[config.mk]
export PLATFORM = sky130hd
export DESIGN_NAME = prbs_lane_scan_ctrl
export DESIGN_NICKNAME = d
export VERILOG_FILES = /design/src/rtl/prbs_lane_scan_ctrl.sv
export SDC_FILE = /design/constraint.sdc
export NUM_CORES = 1
export LEC_CHECK = 0
export ABC_AREA = 0
export ABC_CLOCK_PERIOD_IN_PS = 2400
export CORE_ASPECT_RATIO = 1.1
export CORE_UTILIZATION = 45
export DETAILED_ROUTE_END_ITERATION = 7
export PLACE_DENSITY = 0.74
export SLEW_MARGIN = 25
export SYNTH_ARGS = -nofsm -noshare
export SYNTH_HDL_FRONTEND = slang
export SYNTH_SLANG_ARGS = --single-unit
[constraint.sdc]
create_clock -name clk_i -period 2.4 [get_ports clk_i]
set_input_delay 0.36 -clock clk_i [delete_from_list [all_inputs] [get_ports clk_i]]
set_output_delay 0.36 -clock clk_i [all_outputs]
set_load 0.005 [all_outputs]
[src/rtl/prbs_lane_scan_ctrl.sv]
// Time-shares one parallel PRBS-7 checker across NLANES receive lanes: select, settle,
// measure an error window, record per-lane pass/fail and error count.
module prbs_lane_scan_ctrl #(
  parameter int unsigned NLANES     = 4,
  parameter int unsigned NBITS      = 8,
  parameter int unsigned SETTLE_CYC = 4,
  parameter int unsigned WINDOW_CYC = 1024,
  parameter int unsigned ERRCNT_W   = 16,
  localparam int unsigned LW        = (NLANES > 1) ? $clog2(NLANES) : 1
) (
  input  logic                    clk_i,
  input  logic                    resetn_i,
  input  logic                    start_i,
  input  logic [NLANES-1:0]       lane_mask_i,
  input  logic [NLANES*NBITS-1:0] data_lanes_i,
  output logic [NBITS-1:0]        chk_data_o,
  output logic                    chk_en_o,
  input  logic                    chk_error_i,
  output logic                    busy_o,
  output logic                    done_o,
  output logic [LW-1:0]           cur_lane_o,
  output logic [ERRCNT_W-1:0]     err_cnt_o,
  output logic                    err_cnt_vld_o,
  output logic [NLANES-1:0]       lane_pass_o
);

  localparam int unsigned TMAX = (SETTLE_CYC > WINDOW_CYC) ? SETTLE_CYC : WINDOW_CYC;
  localparam int unsigned TW   = $clog2(TMAX + 1);
  localparam logic [TW-1:0] SETTLE_LAST = TW'(SETTLE_CYC - 1);
  localparam logic [TW-1:0] WINDOW_LAST = TW'(WINDOW_CYC - 1);

  typedef enum logic [2:0] {IDLE, SELECT, SETTLE, MEASURE, RECORD, DONE} state_t;

  state_t              state, state_nxt;
  logic [NLANES-1:0]   mask;
  logic [LW-1:0]       cur_lane, first_lane, next_lane;
  logic                has_next;
  logic [TW-1:0]       tmr;
  logic                tmr_last;
  logic [ERRCNT_W-1:0] cnt, cnt_nxt;

  assign cur_lane_o = cur_lane;
  assign tmr_last   = (state == SETTLE) ? (tmr == SETTLE_LAST) : (tmr == WINDOW_LAST);
  assign cnt_nxt    = (chk_error_i && (cnt != '1)) ? cnt + ERRCNT_W'(1) : cnt;

  // Descending scan so the lowest qualifying lane index wins.
  always_comb begin
    first_lane = '0;
    next_lane  = '0;
    has_next   = 1'b0;
    for (int unsigned i = NLANES; i > 0; i--) begin
      if (lane_mask_i[i-1]) first_lane = LW'(i - 1);
      if (mask[i-1] && (LW'(i - 1) > cur_lane)) begin
        next_lane = LW'(i - 1);
        has_next  = 1'b1;
      end
    end
  end

  always_ff @(posedge clk_i or negedge resetn_i) begin
    if (!resetn_i) state <= IDLE;
    else           state <= state_nxt;
  end

  always_comb begin
    state_nxt = state;
    case (state)
      IDLE:    if (start_i) state_nxt = (|lane_mask_i) ? SELECT : DONE;
      SELECT:  state_nxt = SETTLE;
      SETTLE:  if (tmr_last) state_nxt = MEASURE;
      MEASURE: if (tmr_last) state_nxt = RECORD;
      RECORD:  state_nxt = has_next ? SELECT : DONE;
      DONE:    state_nxt = IDLE;
      default: state_nxt = IDLE;
    endcase
  end

  always_comb begin
    chk_en_o      = (state == SETTLE) || (state == MEASURE);
    busy_o        = state inside {SELECT, SETTLE, MEASURE, RECORD};
    done_o        = (state == DONE);
    err_cnt_vld_o = (state == RECORD);
  end

  // Result registers load on the MEASURE->RECORD edge (including the final window
  // sample) so they are already valid while err_cnt_vld_o is high in RECORD.
  always_ff @(posedge clk_i or negedge resetn_i) begin
    if (!resetn_i) begin
      chk_data_o  <= '0;
      mask        <= '0;
      cur_lane    <= '0;
      tmr         <= '0;
      cnt         <= '0;
      err_cnt_o   <= '0;
      lane_pass_o <= '0;
    end else begin
      chk_data_o <= data_lanes_i[cur_lane*NBITS +: NBITS];
      if (state_nxt != state) tmr <= '0;
      else if (chk_en_o)      tmr <= tmr + TW'(1);
      if ((state_nxt == SELECT) && (state != SELECT)) cnt <= '0;
      case (state)
        IDLE: begin
          if (start_i) begin
            lane_pass_o <= '0;
            if (|lane_mask_i) begin
              mask     <= lane_mask_i;
              cur_lane <= first_lane;
            end
          end
        end
        MEASURE: begin
          cnt <= cnt_nxt;
          if (tmr_last) begin
            err_cnt_o             <= cnt_nxt;
            lane_pass_o[cur_lane] <= (cnt_nxt == '0);
          end
        end
        RECORD: if (has_next) cur_lane <= next_lane;
        default: ;
      endcase
    end
  end

endmodule

Word level (Yosys, flattened, before mapping). Index checks and enable logic that the tools add are counted.

Bits in registers: 64. Input port bits: 40.

$add $sub $neg: 2. Order comparisons: 6. Equal/unequal tests: 15. Shift operators: 1. Mux-type cells: 34. Reductions and logical operators: 20.

Operators by type and width (count): two-way mux 16 bit (3); indexed part select 32 x 6 -> 8 bit (1); two-way mux 11 bit (2); two-way mux 2 bit (11); adder 16 x 1 -> 16 bit (second input constant) (1); logical NOT 16 bit (1); inequality test 16 bit (second input constant) (1); two-way mux 3 bit (5); case mux 3 bit (5 select lines) (1); adder 11 x 1 -> 11 bit (second input constant) (1); == test 11 x 10 -> 1 bit (second input constant) (1); == test 11 x 2 -> 1 bit (second input constant) (1); two-way mux 4 bit (2); case mux 4 bit (2 select lines) (1); nonzero test 2 bit (4); logical AND 1 bit (7); == test 3 x 1 -> 1 bit (second input constant) (2); == test 3 x 2 -> 1 bit (second input constant) (2); == test 3 bit (second input constant) (2); two-way mux 1 bit (6); inequality test 2 bit (second input constant) (3); AND reduction 3 bit (2); bitwise mux 4 bit (1); greater-than comparator 1 x 2 -> 1 bit (first input constant) (2); other kinds (14) (15).

Logic depth before layout (Yosys ltp). Gate-level depths: netlist of run 1.

Depth after elaboration: 12. Gate-level depth with buffers: 9. Depth with buffers taken out: 7.

Worst setup path after synthesis of run 1. OpenSTA, ideal clock, no wires.

Path kind: register to register. Start: register cnt[0]. End: register lane_pass_o[0]. Arrival: 2.199 ns. Data required time: 2.290 ns. Slack: 0.091 ns. Cell stages (with the launch flop): 9. Path buffers: 1. Period minus slack after synthesis: 2.309 ns. Cells stage by stage: dfrtp_1 > ha_1 > nand4_2 > or4_1 > buf_2 > a211oi_2 > o221a_1 > nand4_2 > o41ai_1.

Longest elaborated chain between the ends: 7. Elaborated cells between the ends (all ways): 8. Those cells by class: 1 x add/sub; 1 x eq/ne; 4 x mux; 2 x reduce/logical.

Ends and longest elaborated chain: start: declaration (RTL line 40) `logic [ERRCNT_W-1:0] cnt, cnt_nxt;`; start signal: assignment (RTL line 112) `cnt <= cnt_nxt;`; parallel branches: the longest is 2 deep, another holds adder 16 x 1 -> 16 bit; two-way mux 16 bit * (RTL line 44) `assign cnt_nxt = (chk_error_i && (cnt != '1)) ? cnt + ERRCNT_W'(1) : cnt;`; logical NOT 16 bit * (RTL line 115) `lane_pass_o[cur_lane] <= (cnt_nxt == '0);`; bitwise mux 4 bit * (RTL line 115); two-way mux 4 bit * (RTL line 113) `if (tmr_last) begin`; case mux 4 bit (2 select lines) * (RTL line 101) `case (state)`; end signal: indexed assignment (RTL line 115); end: declaration (RTL line 24) `output logic [NLANES-1:0] lane_pass_o`.

Every way passes the cells marked *. The select of a mux whose other input is x is not followed. A chain may end at the register's enable or synchronous reset.

Final worst setup path of run 1.
Start: register tmr[0]. End: register lane_pass_o[1].

Longest elaborated chain between the ends: 4. Elaborated cells between the ends (all ways): 5. Those cells by class: 3 x eq/ne; 1 x mux; 1 x reduce/logical.

Ends and longest elaborated chain: start: declaration (RTL line 38) `logic [TW-1:0] tmr;`; start signal: assignment (RTL line 99) `else if (chk_en_o) tmr <= tmr + TW'(1);`; == test 11 x 10 -> 1 bit or == test 11 x 2 -> 1 bit (tied branches) (RTL line 43) `assign tmr_last = (state == SETTLE) ? (tmr == SETTLE_LAST) : (tmr == WINDOW_LAST);`; two-way mux 1 bit * (RTL line 43); inequality test 2 bit (no line) *; AND reduction 3 bit (no line) *.

Every way passes the cells marked *; elsewhere a longest branch is shown, timed or not.

==> results of run 1 <==
==> cell families (layout without fill, tap and decap cells) <==
kind of cell,after synthesis,count (layout)
AO/OA/AOI/OAI,88,88
XOR/XNOR,21,21
adder cells (fa/ha/maj),2,2
buffers and inverters,36,147
flip-flops,63,63
multiplexers,14,14
AND/OR/NAND/NOR,148,148
==> synthesized netlist by cell type (4+ instances only) <==
| cell type | instances | area share [%] |
|---|---|---|
| nand2_1 | 44 | 4.6 |
| nand4_1 | 6 | 1.0 |
| o41ai_1 | 5 | 1.2 |
| inv_1 | 9 | 0.94 |
| o21ai_0 | 34 | 4.7 |
| nor4_1 | 10 | 1.7 |
| o22ai_1 | 7 | 1.2 |
| and3_1 | 6 | 1.0 |
| xnor2_1 | 10 | 2.4 |
| o31ai_1 | 5 | 1.0 |
| dfrtp_1 | 63 | 44 |
| nor2_1 | 20 | 2.1 |
| mux4_2 | 8 | 5.0 |
| nand3_1 | 13 | 1.8 |
| a21oi_1 | 18 | 2.5 |
| nor3_1 | 20 | 2.8 |
| buf_6 | 6 | 1.9 |
| mux2i_1 | 5 | 1.4 |
| clkbuf_8 | 4 | 1.5 |
| clkbuf_1 | 11 | 1.1 |
| xor2_1 | 11 | 2.7 |
==> repair_timing <==
action | 4_1_cts | 5_1_grt
hold endpoints to repair | 19 | 0
setup buffers | 0 | 1
pin swaps | 0 | 5
setup endpoints to repair | 4 | 11
hold buffers | 1 | 0
gates cloned | 0 | 0
gates resized for setup | 2 | 5
==> layout by cell type (no fill, tap or decap), types with 2 or more instances in the layout <==
cell	count
clkdlybuf4s50_1	72
dfrtp_1	63
buf_4	47
nand2_1	44
o21ai_0	34
nor2_1	20
nor3_1	19
a21oi_1	18
nand3_1	13
xor2_1	11
clkbuf_8	11
xnor2_1	10
nor4_1	9
inv_1	9
mux4_2	8
o22ai_1	7
nand4_1	6
and3_1	6
o31ai_1	5
mux2i_1	5
o41ai_1	4
nor3b_1	3
nand2b_1	3
nand4_2	3
and2_1	3
nor2b_1	2
and4_2	2
a211oi_1	2
o211ai_1	2
a22o_1	2
or3_1	2
clkinv_2	2
==> critical path, cell delays in order (launching register included) <==
cell and delay, ns:
dfrtp_1 0.38, ha_1 0.22, nand3_1 0.17, nor4_1 0.36, buf_4 0.21, nand2b_1 0.06, mux2i_1 0.20, o211ai_1 0.21
o41ai_1 0.33
==> flip-flops by register name, indices dropped and copies added, names as in the netlist <==
name,flops
lane_pass_o,4
chk_data_o,8
cur_lane_o,2
err_cnt_o,16
mask,3
tmr,11
cnt,16
state,3
==> routing by layer <==
metal	routed length [um]	track usage (%)
met1	3920	28.3
met2	4620	42.3
met3	503	3.69
met4	301	12.7
met5	0	0
==> power breakdown <==
group	switching (W)	internal, W
registers	0.000169	0.00127
clock network	0.000427	0.000534
logic	0.000698	0.000729
==> worst max-delay path by stage <==
stage	endpoint	slack [ns]	from	cells after the start
2_1_floorplan	lane_pass_o[0]	0.09	cnt[0]	8
3_3_place_gp	lane_pass_o[1]	-0.02	chk_error_i	8
3_5_place_dp	lane_pass_o[3]	-0.14	chk_error_i	8
4_1_cts	lane_pass_o[2]	0.03	cnt[0]	7
5_1_grt	lane_pass_o[0]	0.02	chk_error_i	8
6_report	lane_pass_o[1]	0.15	tmr[0]	8
==> stage by stage <==
stage | power (W) | setup slack [ns] | utilization, %
after floorplan | 0.00233 | 0.0911 | -
after global placement | 0.00279 | -0.0195 | 60.6
after detailed placement | 0.00284 | -0.143 | 60.6
after CTS | 0.00383 | 0.0341 | 63.6
after global routing | 0.00406 | 0.0180 | 64.1
final | 0.00383 | 0.145 | 64.1
==> layout make-up <==
class | count | area share, %
clock buffer | 11 | 3.11
tap | 105 | 2.70
timing repair buffer | 121 | 22.4
inverter | 10 | 0.771
clock inverter | 5 | 1.16
multi-input combinational | 273 | 37.5
sequential | 63 | 32.4
==> summary.txt, run 1 <==
First-pass GRT wire length = 15.3 mm
Diode count = 0
DP Area = 4610 um^2
Worst hold endpoint = err_cnt_o[6]
Syn avg cell area = 9.71 um^2
DRC violations left = 0
CORE AREA = 7600 um^2
Outcome = finished clean
Final WL = 9.34 mm
Ys async rst share = 100%
Fin area = 4870 um^2
Clock-pin slew on the worst setup and hold paths = 0.07 ns
GRT overflow = 0
Dpl cells = 570
Largest family of logic cells by synthesized area = simple AND/OR/NAND/NOR gates
H-tree Lvls = 3
Largest net degree at the start of global routing = 32
Fraction of layout cells with a size suffix above 1 = 18.6%
Final Slew Violations = 0
Max_slew headroom = 69.6%
Final count of hold timing violations = 0
Gr usage total = 24.0%
Layout area overhead = 34.8%
Drt pass-1 iters = 4
DIE AREA = 8390 um^2
Synth Cell Area = 3610 um^2
Final nets = 520
Synth Area in Compound Gates = 15.2%
Vias in the first global route = 3295
Worst skew pair latency = 0.35 ns
Max-capacitance violation count = 0
Die Y = 96.0 um
Hold Path Cell Cnt = 2
CTS root buffer = clkbuf_8
Mapped Nets = 414
Post-route ant nets = 0
Fillers = 662
Worst setup SP type = flop
Min-Delay Startpoint = err_cnt_o[6]
Routed length per instance = 15.9 um
Gate Count Post-Synth = 372
Initial antenna violation count = 0
Crit Path Max Fanout = 4
Reg2reg start = tmr[0]
Number of synthesized flops with an enable pin = 0
Cell Pwr Density = 786 nW/um^2
CTS tree = yes
Clock sink total = 63
Via/cell ratio = 5.60
Fmax = 444 MHz
Post-synthesis sequential area ratio = 43.7%
Reg2Reg Depth = 8
Port buffer count = 73
WP data required = 2.64 ns
DP HPWL = 6.74 mm
Rows = 33
Drt initial violations = 192
Area of the multi-input gates = 1830 um^2
Total vias in the final route = 3292
Period utilization = 93.9%
Clock Path Buffers = 2
Reg area = 1580 um^2
Final setup TNS = 0 ns
Period minus WS final = 2.25 ns
Gpl congestion = 0.924
Die width = 87.4 um
# setup viols final = 0
Slew at the pin closest to its max-slew limit = 0.457 ns
Seq cells post-synth = 63
Critical path arrival = 2.50 ns
Multiplexer share of the synthesized area = 6.69%
Crit end category = flop
Starting Density = 47.5%
Pleak = 2.10 nW
Worst Hold Class = flop to flop
Worst r2r dst = lane_pass_o[1]
CTS Buf Count = 9
WHS = 0.475 ns
R2R Setup Slk = 0.15 ns
Crit path kind = flop to flop
Unrepaired setup endpoints after global routing = false
Most common flop cell mapped by yosys = dfrtp_1
IO Pins = 74
Worst clock skew = 0.0108 ns
Final cell count without fillers = 588
Post-Synth Adder-Cell Area = 0.693%
Ys Warns = 0
Synth Area in Simple Gates = 21.9%
Worst IR drop on VDD = 0.567 mV
Yosys cell types = 60
Fraction of synthesized cell area in xor and xnor cells = 5.09%
Power figures use the tool's default switching activity.
==> inputs of run 2 (changes only) <==
- CORE_MARGIN: unset -> 1
- GPL_ROUTABILITY_DRIVEN: unset -> 1
==> results of run 2 <==
The final DEF is identical to that of run 1; final timing and power are the same.
==> inputs of run 3 (changes only) <==
- CORE_UTILIZATION: 45 -> 47
- PLACE_DENSITY: 0.74 -> 0.77
==> run 3 against run 2 <==
Net effect: setup slack worse by 0.080 ns; clock-buffer cell count fell by 1; wire length up 1.6%; via count down 0.61%; clock power down 7.5%; sequential power hardly changed; register-to-register slack got worse by 0.08 ns; sequential share of layout area fell by 0.083 points; critical path type unchanged; largest cell class unchanged; largest power group is now combinational cells.
==> summary.txt, run 3 (synthesis results as in run 1) <==
Outcome = finished clean
Critical path cell sequence = ha_4 > buf_4 > nand4_1 > nor3_2 > mux2i_1 > o2111a_1 > o211ai_1 > o41ai_1
Worst r2r dst = lane_pass_o[0]
IO Pins = 74 (unchanged)
Reg2reg start = cnt[1]
Largest net degree at the start of global routing = 32 (unchanged)
Slowest cell delay on critical path = 0.40 ns (+0.02 ns)
Crit end category = flop
Gr usage total = 24.7% (+0.70 points)
Most common cell after layout, fill and taps aside = clkdlybuf4s50_1
Drt initial violations = 207 (+7.8%)
Final nets = 523 (+0.58%)
Via/cell ratio = 5.71 (+2.0%)
Final WL = 9.50 mm (+1.6%)
Worst Hold Class = input pin to async pin
WP data required = 2.62 ns (-0.02 ns)
Fillers = 610 (-7.9%)
H-tree Lvls = 3 (unchanged)
Worst skew pair latency = 0.34 ns (about the same)
CTS Buf Count = 9 (unchanged)
Buf/Inv on CP = 1 (unchanged)
CTS root buffer = clkbuf_8
Slew at the pin closest to its max-slew limit = 0.570 ns (+0.114 ns)
Final Slew Violations = 0 (unchanged)
Port buffer count = 73 (unchanged)
Largest registers = cnt x16, err_cnt_o x16, tmr x11
DRC violations left = 0 (unchanged)
# setup viols final = 0 (unchanged)
Crit path depth = 8 (unchanged)
Layout area overhead = 35.1%
Crit Path Max Fanout = 4 (unchanged)
Reg area = 1580 um^2 (unchanged)
Cell family with most CP delay = compound AO/OA/AOI/OAI gates
Pleak = 2.12 nW (+1.0%)
Routed length per instance = 16.6 um (+4.3%)
Diode count = 0 (unchanged)
Initial antenna violation count = 0 (unchanged)
Crit path kind = flop to flop
Reg2Reg Depth = 8 (unchanged)
Starting Density = 48.6% (+1.1 points)
Vias in the first global route = 3247 (-1.5%)
Clock-pin slew on the worst setup and hold paths = 0.07 ns (about the same)
Worst IR drop on VDD = 0.539 mV (-4.9%)
Clock sink total = 63 (unchanged)
Worst clock skew = 0.00870 ns (-0.00214 ns)
GRT overflow = 0 (unchanged)
First-pass GRT wire length = 15.4 mm (about the same)
Cell Pwr Density = 777 nW/um^2 (-1.2%)
Max_slew headroom = 62.0% (-7.6 points)
Slowest cell on the critical path = dfrtp_1
Total vias in the final route = 3272 (-0.61%)
Period utilization = 97.3% (+3.3 points)
Utilization after layout = 65.7% (+1.6 points)
DIE AREA = 8040 um^2 (-4.2%)
Period minus WS final = 2.33 ns (+0.0798 ns)
Worst setup SP type = flop
Die Y = 93.9 um (-2.1%)
R2R Setup Slk = 0.07 ns (-0.08 ns)
Fraction of layout cells with a size suffix above 1 = 20.0% (+1.3 points)
Post-route ant nets = 0 (unchanged)
DP HPWL = 6.95 mm (+3.0%)
CTS tree = yes
Final setup TNS = 0 ns (unchanged)
Fmax = 428 MHz (-3.4%)
CORE AREA = 7430 um^2 (-2.2%)
Clock Path Buffers = 2 (unchanged)
Rows = 33 (unchanged)
Critical path arrival = 2.55 ns (+0.05 ns)
Max-capacitance violation count = 0 (unchanged)
Area of the multi-input gates = 1860 um^2 (+1.6%)
Crit path launch = cnt[1]
Final count of hold timing violations = 0 (unchanged)
Drt pass-1 iters = 4 (unchanged)
Gpl congestion = 1.00 (+8.7%)
Most frequent cells in the layout = 72 x clkdlybuf4s50_1, 63 x dfrtp_1, 50 x buf_4
Die width = 85.6 um (-2.1%)
## run 3: cell types whose count changed in the layout (fill, tap and decap cells not counted), moves of 2 or more
cell / delta
o41ai_2: +2
nor3_1: -2
buf_4: +3
o41ai_1: -2
nor3_2: +2
clkbuf_8: -2
## run 3: power breakdown
group	switching, W	total, W	internal (W)	leakage (nW)
clock network	0.000413	0.000889	0.000476	0.0960
registers	0.000172	0.00144	0.00127	0.750
logic	0.000725	0.00146	0.000737	1.28
total	0.00131	0.00379	0.00248	2.12
## run 3: how the worst max path moves through the flow
stage,to,slack (ns)
final,lane_pass_o[0],0.07
after global routing,lane_pass_o[0],-0.05
after CTS,lane_pass_o[3],0.04
after detailed placement,lane_pass_o[3],-0.12
after global placement,lane_pass_o[1],0.01
after floorplan,lane_pass_o[0],0.09
## run 3: per-stage QoR
stage | hold slack [ns] | total power (W) | std cells | worst slack [ns] | cell area [um^2]
floorplan | 0.0644 | 0.00233 | 372 | 0.0911 | 3610
global placement | 0.365 | 0.00280 | 553 | 0.0134 | 4590
detailed placement | 0.385 | 0.00286 | 553 | -0.121 | 4590
CTS | 0.0101 | 0.00376 | 569 | 0.0408 | 4780
global route | 0.0237 | 0.00403 | 573 | -0.0537 | 4880
finish | 0.00653 | 0.00379 | 573 | 0.0654 | 4880
## run 3: final cells by class
| cell class | instances | share of cell area [%] |
|---|---|---|
| clock inverter | 6 | 1.26 |
| clock buffer | 10 | 2.62 |
| multi-input combinational | 273 | 38.0 |
| timing repair buffer | 124 | 22.8 |
| sequential | 63 | 32.3 |
| tap | 87 | 2.23 |
| inverter | 10 | 0.769 |
## run 3: timing repair
action	4_1_cts	5_1_grt
hold buffers	0	0
buffers inserted	0	4
hold endpoints to repair	0	0
pin swaps	0	7
gates resized for setup	1	11
endpoints found under the setup margin	3	4
cloned	0	0
## run 3: routing by layer
metal	track usage [%]	share of wire (%)	up-vias
met5	0	0	-
met4	9.44	1.8	0
met3	5.54	5.3	18
met2	42.1	51	97
met1	30.5	42	1581
li1	-	-	1576
